File: config.mk
export PLATFORM = sky130hd
export DESIGN_NAME = ysyx_22050058_ex_muldiv
export DESIGN_NICKNAME = d
export VERILOG_FILES = /design/src/rtl/ysyx_22050058_ex_muldiv_pkg.sv /design/src/rtl/ysyx_22050058_md_divider.sv /design/src/rtl/ysyx_22050058_ex_muldiv.sv
export SDC_FILE = /design/constraint.sdc
export NUM_CORES = 2
export LEC_CHECK = 0
export ABC_AREA = 1
export CAP_MARGIN = 0
export CORE_ASPECT_RATIO = 2
export CORE_UTILIZATION = 25
export DETAILED_ROUTE_END_ITERATION = 10
export GPL_TIMING_DRIVEN = 0
export HOLD_SLACK_MARGIN = 0.02
export SLEW_MARGIN = 5
export SYNTH_ARGS = -nofsm -noshare
export SYNTH_HDL_FRONTEND = slang
export SYNTH_SLANG_ARGS = --single-unit
File: constraint.sdc
create_clock -name clk -period 41.6 [get_ports clk]
set_clock_uncertainty 0.2 [all_clocks]
set_input_delay 12.48 -clock clk [delete_from_list [all_inputs] [get_ports clk]]
set_output_delay 12.48 -clock clk [all_outputs]
set_load 0.005 [all_outputs]
File: src/rtl/ysyx_22050058_ex_muldiv_pkg.sv
// Shared encodings for the EX-stage multiply/divide unit: op codes, FSM states,
// stall levels and the zero word.
package ysyx_22050058_ex_muldiv_pkg;

    localparam logic [2:0] ysyx_22050058_MD_MUL    = 3'd0;
    localparam logic [2:0] ysyx_22050058_MD_MULH   = 3'd1;
    localparam logic [2:0] ysyx_22050058_MD_MULHSU = 3'd2;
    localparam logic [2:0] ysyx_22050058_MD_MULHU  = 3'd3;
    localparam logic [2:0] ysyx_22050058_MD_DIV    = 3'd4;
    localparam logic [2:0] ysyx_22050058_MD_DIVU   = 3'd5;
    localparam logic [2:0] ysyx_22050058_MD_REM    = 3'd6;
    localparam logic [2:0] ysyx_22050058_MD_REMU   = 3'd7;

    typedef enum logic [1:0] {
        MD_IDLE = 2'd0,
        MD_CALC = 2'd1,
        MD_DONE = 2'd2
    } md_state_e;

    localparam logic        STALL_ENABLE  = 1'b1;
    localparam logic        STALL_DISABLE = 1'b0;
    localparam logic [63:0] ZERO_WORD     = 64'h0;

endpackage

File: src/rtl/ysyx_22050058_md_divider.sv
// Iterative restoring divider on operand magnitudes: one quotient bit per cycle,
// 32 steps for W forms, XLEN steps otherwise. quot/rem show the post-step value.
module ysyx_22050058_md_divider #(
    parameter int XLEN = 64
) (
    input  logic            clk,
    input  logic            rst,
    input  logic            start,
    input  logic            flush,
    input  logic            word,
    input  logic [XLEN-1:0] dividend,
    input  logic [XLEN-1:0] divisor,
    output logic            done,
    output logic [XLEN-1:0] quot,
    output logic [XLEN-1:0] rem
);
    logic [XLEN-1:0] quo_reg;
    logic [XLEN-1:0] rem_reg;
    logic [XLEN-1:0] div_reg;
    logic [6:0]      cnt_reg;
    logic            busy_reg;
    logic [XLEN:0]   shifted;
    logic [XLEN:0]   trial;

    // Dividend bits are consumed from the MSB of quo_reg while quotient bits fill in at the LSB.
    assign shifted = {rem_reg, quo_reg[XLEN-1]};
    assign trial   = shifted - {1'b0, div_reg};
    assign rem     = trial[XLEN] ? shifted[XLEN-1:0] : trial[XLEN-1:0];
    assign quot    = {quo_reg[XLEN-2:0], ~trial[XLEN]};
    assign done    = busy_reg && (cnt_reg == 7'd1);

    always_ff @(posedge clk or posedge rst) begin
        if (rst) begin
            busy_reg <= 1'b0;
            cnt_reg  <= '0;
            quo_reg  <= '0;
            rem_reg  <= '0;
            div_reg  <= '0;
        end else if (flush) begin
            busy_reg <= 1'b0;
        end else if (start) begin
            busy_reg <= 1'b1;
            cnt_reg  <= word ? 7'd32 : 7'(XLEN);
            quo_reg  <= word ? (dividend << (XLEN - 32)) : dividend;
            rem_reg  <= '0;
            div_reg  <= divisor;
        end else if (busy_reg) begin
            quo_reg <= quot;
            rem_reg <= rem;
            cnt_reg <= cnt_reg - 7'd1;
            if (cnt_reg == 7'd1) busy_reg <= 1'b0;
        end
    end
endmodule

File: src/rtl/ysyx_22050058_ex_muldiv.sv
// Multi-cycle RV64M/RV32M execute unit: shift-add multiplier inline, restoring
// divider as a sub-core, valid/ready on both sides and a stall request while busy.
module ysyx_22050058_ex_muldiv
    import ysyx_22050058_ex_muldiv_pkg::*;
#(
    parameter int XLEN     = 64,
    parameter int FAST_MUL = 0,
    parameter int ADDR_W   = 5
) (
    input  logic              clk,
    input  logic              rst,
    input  logic              md_valid_i,
    output logic              md_ready_o,
    input  logic [2:0]        md_op_i,
    input  logic              md_word_i,
    input  logic [XLEN-1:0]   md_op1_i,
    input  logic [XLEN-1:0]   md_op2_i,
    input  logic [ADDR_W-1:0] md_waddr_i,
    input  logic              md_flush_i,
    output logic              md_valid_o,
    input  logic              md_ready_i,
    output logic [XLEN-1:0]   md_wdata_o,
    output logic [ADDR_W-1:0] md_waddr_o,
    output logic              md_stall_req_o
);
    localparam int W2 = 2 * XLEN;

    md_state_e         state_reg;
    logic [2:0]        op_reg;
    logic              word_reg;
    logic              neg_reg;
    logic [6:0]        cnt_reg;
    logic [W2-1:0]     acc_reg;
    logic [W2-1:0]     mcand_reg;
    logic [XLEN-1:0]   mplier_reg;
    logic              valid_reg;
    logic [XLEN-1:0]   wdata_reg;
    logic [ADDR_W-1:0] waddr_reg;

    function automatic logic [XLEN-1:0] trunc_n(input logic [XLEN-1:0] x, input logic w);
        return w ? XLEN'(x[31:0]) : x;
    endfunction

    function automatic logic [XLEN-1:0] sext_n(input logic [XLEN-1:0] x, input logic w);
        return w ? XLEN'($signed(x[31:0])) : x;
    endfunction

    function automatic logic [XLEN-1:0] mul_pick(input logic [W2-1:0] prod, input logic neg,
                                                 input logic [2:0] op, input logic w);
        logic [W2-1:0] p;
        p = neg ? -prod : prod;
        if (w)                              return XLEN'($signed(p[31:0]));
        else if (op == ysyx_22050058_MD_MUL) return p[XLEN-1:0];
        else                                return p[W2-1:XLEN];
    endfunction

    // Issue-side decode, evaluated combinationally while IDLE.
    logic            word_eff, is_mul, s1, s2, neg1, neg2, res_neg, div0, ovf, fast, accept;
    logic [2:0]      op_eff;
    logic [XLEN-1:0] a_t, b_t, a_mag, b_mag, min_n, ones_n, fast_data;
    logic [W2-1:0]   prod_fast, acc_next;

    assign word_eff = (XLEN == 64) && md_word_i;
    assign is_mul   = ~md_op_i[2];
    assign op_eff   = (word_eff && is_mul) ? ysyx_22050058_MD_MUL : md_op_i;
    assign a_t      = trunc_n(md_op1_i, word_eff);
    assign b_t      = trunc_n(md_op2_i, word_eff);
    assign s1       = word_eff ? md_op1_i[31] : md_op1_i[XLEN-1];
    assign s2       = word_eff ? md_op2_i[31] : md_op2_i[XLEN-1];
    assign neg1     = s1 && (op_eff inside {ysyx_22050058_MD_MUL, ysyx_22050058_MD_MULH,
                                            ysyx_22050058_MD_MULHSU, ysyx_22050058_MD_DIV,
                                            ysyx_22050058_MD_REM});
    assign neg2     = s2 && (op_eff inside {ysyx_22050058_MD_MUL, ysyx_22050058_MD_MULH,
                                            ysyx_22050058_MD_DIV, ysyx_22050058_MD_REM});
    assign a_mag    = neg1 ? trunc_n(-a_t, word_eff) : a_t;
    assign b_mag    = neg2 ? trunc_n(-b_t, word_eff) : b_t;
    assign res_neg  = (op_eff == ysyx_22050058_MD_REM) ? neg1 : (neg1 ^ neg2);
    assign min_n    = word_eff ? XLEN'(32'h8000_0000) : {1'b1, {(XLEN-1){1'b0}}};
    assign ones_n   = word_eff ? XLEN'(32'hFFFF_FFFF) : '1;
    assign div0     = ~is_mul && (b_t == '0);
    assign ovf      = (op_eff == ysyx_22050058_MD_DIV || op_eff == ysyx_22050058_MD_REM)
                      && (a_t == min_n) && (b_t == ones_n);
    assign fast     = div0 || ovf || (is_mul && (FAST_MUL != 0));
    assign accept   = md_valid_i && (state_reg == MD_IDLE) && ~md_flush_i;
    assign acc_next = acc_reg + (mplier_reg[0] ? mcand_reg : '0);

    generate
        if (FAST_MUL != 0) begin : g_fast_mul
            assign prod_fast = W2'(a_mag) * W2'(b_mag);
        end else begin : g_iter_mul
            assign prod_fast = '0;
        end
    endgenerate

    // op bit 1 separates REM/REMU (6,7) from DIV/DIVU (4,5).
    always_comb begin
        fast_data = mul_pick(prod_fast, res_neg, op_eff, word_eff);
        if (div0)     fast_data = op_eff[1] ? sext_n(a_t, word_eff) : '1;
        else if (ovf) fast_data = op_eff[1] ? '0 : sext_n(a_t, word_eff);
    end

    logic            div_done;
    logic [XLEN-1:0] div_quot, div_rem, div_q_s, div_r_s, div_data;

    ysyx_22050058_md_divider #(.XLEN(XLEN)) u_divider (
        .clk      (clk),
        .rst      (rst),
        .start    (accept && ~fast && ~is_mul),
        .flush    (md_flush_i),
        .word     (word_eff),
        .dividend (a_mag),
        .divisor  (b_mag),
        .done     (div_done),
        .quot     (div_quot),
        .rem      (div_rem)
    );

    assign div_q_s  = neg_reg ? -div_quot : div_quot;
    assign div_r_s  = neg_reg ? -div_rem : div_rem;
    assign div_data = sext_n(op_reg[1] ? div_r_s : div_q_s, word_reg);

    always_ff @(posedge clk or posedge rst) begin
        if (rst) begin
            state_reg  <= MD_IDLE;
            op_reg     <= '0;
            word_reg   <= 1'b0;
            neg_reg    <= 1'b0;
            cnt_reg    <= '0;
            acc_reg    <= '0;
            mcand_reg  <= '0;
            mplier_reg <= '0;
            valid_reg  <= 1'b0;
            wdata_reg  <= XLEN'(ZERO_WORD);
            waddr_reg  <= '0;
        end else begin
            case (state_reg)
                MD_IDLE: if (accept) begin
                    op_reg     <= op_eff;
                    word_reg   <= word_eff;
                    neg_reg    <= res_neg;
                    waddr_reg  <= md_waddr_i;
                    cnt_reg    <= word_eff ? 7'd32 : 7'(XLEN);
                    acc_reg    <= '0;
                    mcand_reg  <= W2'(a_mag);
                    mplier_reg <= b_mag;
                    if (fast) begin
                        wdata_reg <= fast_data;
                        valid_reg <= 1'b1;
                        state_reg <= MD_DONE;
                    end else begin
                        state_reg <= MD_CALC;
                    end
                end
                MD_CALC: begin
                    if (md_flush_i) begin
                        state_reg <= MD_IDLE;
                    end else if (op_reg[2]) begin
                        if (div_done) begin
                            wdata_reg <= div_data;
                            valid_reg <= 1'b1;
                            state_reg <= MD_DONE;
                        end
                    end else begin
                        acc_reg    <= acc_next;
                        mcand_reg  <= mcand_reg << 1;
                        mplier_reg <= mplier_reg >> 1;
                        cnt_reg    <= cnt_reg - 7'd1;
                        if (cnt_reg == 7'd1) begin
                            wdata_reg <= mul_pick(acc_next, neg_reg, op_reg, word_reg);
                            valid_reg <= 1'b1;
                            state_reg <= MD_DONE;
                        end
                    end
                end
                MD_DONE: if (md_flush_i || md_ready_i) begin
                    valid_reg <= 1'b0;
                    state_reg <= MD_IDLE;
                end
                default: begin
                    valid_reg <= 1'b0;
                    state_reg <= MD_IDLE;
                end
            endcase
        end
    end

    assign md_ready_o     = (state_reg == MD_IDLE) && !rst;
    assign md_valid_o     = valid_reg;
    assign md_wdata_o     = wdata_reg;
    assign md_waddr_o     = waddr_reg;
    assign md_stall_req_o = (!rst && ((state_reg != MD_IDLE) ||
                            (md_valid_i && state_reg == MD_IDLE && !fast)))
                            ? STALL_ENABLE : STALL_DISABLE;
endmodule

==> impl_metrics.json, run 1 <==
{
  "htreeDepth": 3,
  "synth_flop_cell": "dfrtp_1",
  "die_w_um": 356,
  "io_buffers": 211,
  "synthCells": 11200,
  "clk_path_buf_depth": 3,
  "ios": 214,
  "stop_error": "[ERROR GRT-0116] Global routing finished with congestion. Check the congestion regions in the DRC Viewer.",
  "grt_pass1_vias": 82700,
  "cts_setup_buffers": 0,
  "cts.repair.resized": 0,
  "netlist_area_mm2": 0.0625,
  "grt_overflow": 10,
  "lastStage": "global routing",
  "grtUsageTotal_pct": 43.8,
  "cts_hold_repair.buffers": 0,
  "synth.avg_cell_area_um2": 5.60,
  "synth.yosys.warnings": 0,
  "synth_nets": 11500,
  "dpl_worst_slack_ns": 12.39,
  "synth-seq-cells": 604,
  "ys_seq_area_share_pct": 24.2,
  "gp_congestion": 1.13,
  "synth.distinct_cells": 63,
  "dpl.hpwl_um": 438000,
  "clock-sinks": 604,
  "die_y_um": 709,
  "grt_pass1_wl_um": 744000,
  "synth_edf_count": 0,
  "status": "did not finish",
  "grt_max_degree": 118,
  "start_util_pct": 25.2,
  "num_rows": 259,
  "cts_buffers": 72,
  "async_flop_share_pct": 100,
  "root_buffer": "clkbuf_16"
}
## stage by stage
step | instances | utilization (%) | hold WS (ns) | instance area [µm²]
floorplan | 11200 | - | 0.253 | 62500
global placement | 14600 | 27.6 | 0.262 | 68700
detailed placement | 14700 | 27.9 | 0.272 | 69300
CTS | 14800 | 28.9 | 0.290 | 71800
## kinds of logic after synthesis
kind of cell | after synthesis | synth area share (%)
adders and majority gates | 203 | 4.09
buffers and inverters | 2424 | 14.8
AOI/OAI and AO/OA | 1594 | 14.5
xor gates and xnor gates | 147 | 2.06
and+or+nand+nor | 6199 | 40.4
DFF | 604 | 24.2
## cells in the mapped netlist (all sizes together), types with 47 or more instances
| cell | n | area (µm²) |
|---|---|---|
| nand2 | 4145 | 15700 |
| inv | 2103 | 7890 |
| nor2 | 1080 | 4170 |
| o21ai | 720 | 3630 |
| nand3 | 638 | 3280 |
| dfrtp | 604 | 15100 |
| a21oi | 428 | 2210 |
| clkbuf | 229 | 860 |
| ha | 201 | 2510 |
| o22ai | 130 | 813 |
| a22oi | 127 | 953 |
| nand4 | 123 | 769 |
| xor2 | 118 | 1030 |
| nor3 | 113 | 598 |
| buf | 85 | 474 |
| o31ai | 47 | 358 |
## metal layers
metal  GRT usage [%]  overflow
met5           0.427         0
met3            14.0         0
met2            72.4         7
met1            39.1         0
met4            52.0         3
==> run 2: changes to the inputs <==
--- a/config.mk
+++ b/config.mk
@@ -7,11 +7,10 @@
 export LEC_CHECK = 0
 export ABC_AREA = 1
 export CAP_MARGIN = 0
-export CORE_ASPECT_RATIO = 2
-export CORE_UTILIZATION = 25
+export CORE_UTILIZATION = 20
 export DETAILED_ROUTE_END_ITERATION = 10
 export GPL_TIMING_DRIVEN = 0
-export HOLD_SLACK_MARGIN = 0.02
+export PLACE_DENSITY_LB_ADDON = 0.15
 export SLEW_MARGIN = 5
 export SYNTH_ARGS = -nofsm -noshare
 export SYNTH_HDL_FRONTEND = slang
==> run 2 against run 1 <==
Compared with the run above: the flow now finishes, with violations (max-capacitance violations, max-slew violations); synthesized cell count unchanged; synthesized area unchanged.
==> impl_metrics.json, run 2 <==
{
  "layout_common_cells": "nand2_1, inv_1, nor2_1",
  "synth_edf_count": 0,
  "report.final.slew_viol_count": 26,
  "powerDensity_mw_per_mm2": 84.7,
  "io_buffers": 211,
  "grt_max_degree": 103,
  "netlist_top_cells_area": "nand2_1, dfrtp_1, inv_1",
  "finalSetupViolCount": 0,
  "final_common_cell": "nand2_1",
  "clock-sinks": 604,
  "crit_path_start_kind": "primary input",
  "synth-simple-area-share_pct": 40.4,
  "clk_path_buf_depth": 3,
  "pwr-share-comb_pct": 70.2,
  "hold_path.class": "reg -> reg",
  "synth_top_family_by_area": "simple AND/OR/NAND/NOR gates",
  "grt_pass1_wl_um": 570000,
  "area_growth_pct": 17.1,
  "synth_flop_cell": "dfrtp_1",
  "p_int_mw": 2.40,
  "grtUsageTotal_pct": 25.9,
  "async_flop_share_pct": 100,
  "dpl.hpwl_um": 358000,
  "end_kind": "primary output",
  "arrival_ns": 17.02,
  "path_clk_slew_ns": 0.06,
  "synth.distinct_cells": 63,
  "rsz0062_at_grt": "no",
  "tightest_slew_ns": 1.56,
  "violations": "max-capacitance violations, max-slew violations",
  "netlist_area_mm2": 0.0625,
  "wl_per_cell_um": 26.8,
  "period_share_pct": 71.4,
  "drt_iter0_drc": 7303,
  "synth.avg_cell_area_um2": 5.60,
  "status": "finished, violations left",
  "wirelength_um": 421000,
  "cts.repair.resized": 0,
  "dieArea_mm2": 0.315,
  "clk_latency_ns": 0.80,
  "grt_overflow": 0,
  "synth_compound_area_share_pct": 14.5,
  "num_rows": 204,
  "synth.yosys.warnings": 0,
  "cts_tree": "done",
  "hold_viol_final": 0,
  "switching_share_pct": 61.2,
  "gp_congestion": 1.04,
  "cp_max_fo": 4,
  "max_freq_mhz": 33.7,
  "antenna_left": 0,
  "ios": 214,
  "die_w_um": 561,
  "tns_ns": 0,
  "antenna_found_initial": 36,
  "ys_seq_area_share_pct": 24.2,
  "ir_worst_vdd_v": 0.0000403,
  "fin_crit_ns": 29.70,
  "cp_data_required_time_ns": 28.92,
  "grt_pass1_vias": 71800,
  "synthCells": 11200,
  "synthTopCellsByCount": "nand2_1, inv_1, nor2_1, o21ai_0, nand3_1",
  "drc": 0,
  "worst-setup-path-type": "in -> out",
  "cap_violations": 3,
  "slew_headroom_pct": -3.87,
  "drive_gt1_share_pct": 3.25,
  "cts_hold_repair.buffers": 0,
  "htreeDepth": 3,
  "synth-seq-cells": 604,
  "setup_ws_ns": 11.90,
  "root_buffer": "clkbuf_16",
  "dpl_worst_slack_ns": 12.11,
  "via_count": 74100,
  "start_util_pct": 20.2,
  "p_leak_nw": 39.8,
  "p_sw_mw": 3.80,
  "synth_nets": 11500,
  "synth-xor-area-share_pct": 2.06,
  "cts_setup_buffers": 0,
  "routed_via_density": 4.73,
  "yosysMostFrequentCell": "nand2_1",
  "synth_largest_area_cell": "nand2_1",
  "die_y_um": 561,
  "cts_buffers": 86,
  "seq_power_share_pct": 16.4,
  "synth_fa_ha_area_share_pct": 4.09,
  "yosysTopAreaCellShare_pct": 24.6,
  "clkPwrFrac_pct": 13.5,
  "nNetsFinal": 11800,
  "core_area_mm2": 0.310,
  "firstDrtPassIters": 9,
  "synthMuxAreaShare_pct": 0
}
[run 2: cell counts after synthesis]
Identical to the previous run, type by type.
[run 2: layout make-up]
type | instances | area (µm²)
sequential | 604 | 15100
antenna | 11 | 27.5
clock buffer | 118 | 2500
fill | 36600 | 237000
tap | 4120 | 5150
multi-input combinational | 8143 | 38200
timing repair buffer | 226 | 2420
clock inverter | 40 | 539
buffer | 314 | 1350
inverter | 2110 | 7930
[run 2: final timing paths]
kind	from	end	slack, ns	depth (start not counted)
worst max-delay path	md_op1_i[0]	md_stall_req_o	11.90	11
worst min-delay path	mcand_reg[127]$_DFFE_PP0P_	mcand_reg[127]$_DFFE_PP0P_	0.28	2
worst max register to register	u_divider.quo_reg[63]$_DFFE_PP0P_	md_wdata_o[46]$_DFFE_PP0P_	33.28	41
worst min register to register	mcand_reg[127]$_DFFE_PP0P_	mcand_reg[127]$_DFFE_PP0P_	0.28	2
max in group asynchronous	rst	acc_reg[17]$_DFFE_PP0P_	27.27	5
min in group asynchronous	rst	mplier_reg[24]$_DFFE_PP0P_	11.99	2
[run 2: routing by layer]
layer  GRT usage, %  wire (µm)  vias up
met2           42.9     192000     2551
met1           31.4     174000    35300
met3           3.15      20300      803
met4           18.0      34500        8
li1               -          -    35500
met5              0         99        -
[run 2: metrics by stage]
step           util, %  std cells  hold slack [ns]  power (mW)  area [µm²]
6_report          23.6      15700            0.284        6.20       73200
5_1_grt           23.6      15700            0.304        6.55       73200
4_1_cts           23.6      15700            0.286        6.11       73100
3_5_place_dp      22.6      15500            0.269        5.25       70100
3_3_place_gp      22.5      15500            0.270        5.26       69800
2_1_floorplan        -      11200            0.253        3.38       62500
[run 2: logic make-up after synthesis]
| family | after synthesis |
|---|---|
| fa+ha+maj | 203 |
| buf+inv | 2424 |
| simple gates | 6199 |
| xor+xnor | 147 |
| compound gates | 1594 |
| flops | 604 |
[run 2: critical path, cell delays in order]
cell	delay, ns
clkdlybuf4s50_1	0.58
inv_1	0.41
ha_1	0.26
nand4_1	0.14
nor2_1	0.77
nand4_1	0.43
nor4_1	0.81
a31oi_1	0.36
nand3_1	0.17
a21oi_1	0.09
clkdlybuf4s50_1	0.49
[run 2: power groups by stage]
stage | Clock (mW) | Combinational (mW) | Sequential (mW)
6_report | 0.834 | 4.35 | 1.02
5_1_grt | 0.866 | 4.65 | 1.03
4_1_cts | 0.847 | 4.25 | 1.01
3_5_place_dp | 0 | 4.23 | 1.02
3_3_place_gp | 0 | 4.24 | 1.03
2_1_floorplan | 0 | 2.48 | 0.907
Power figures use the tool's default switching activity.
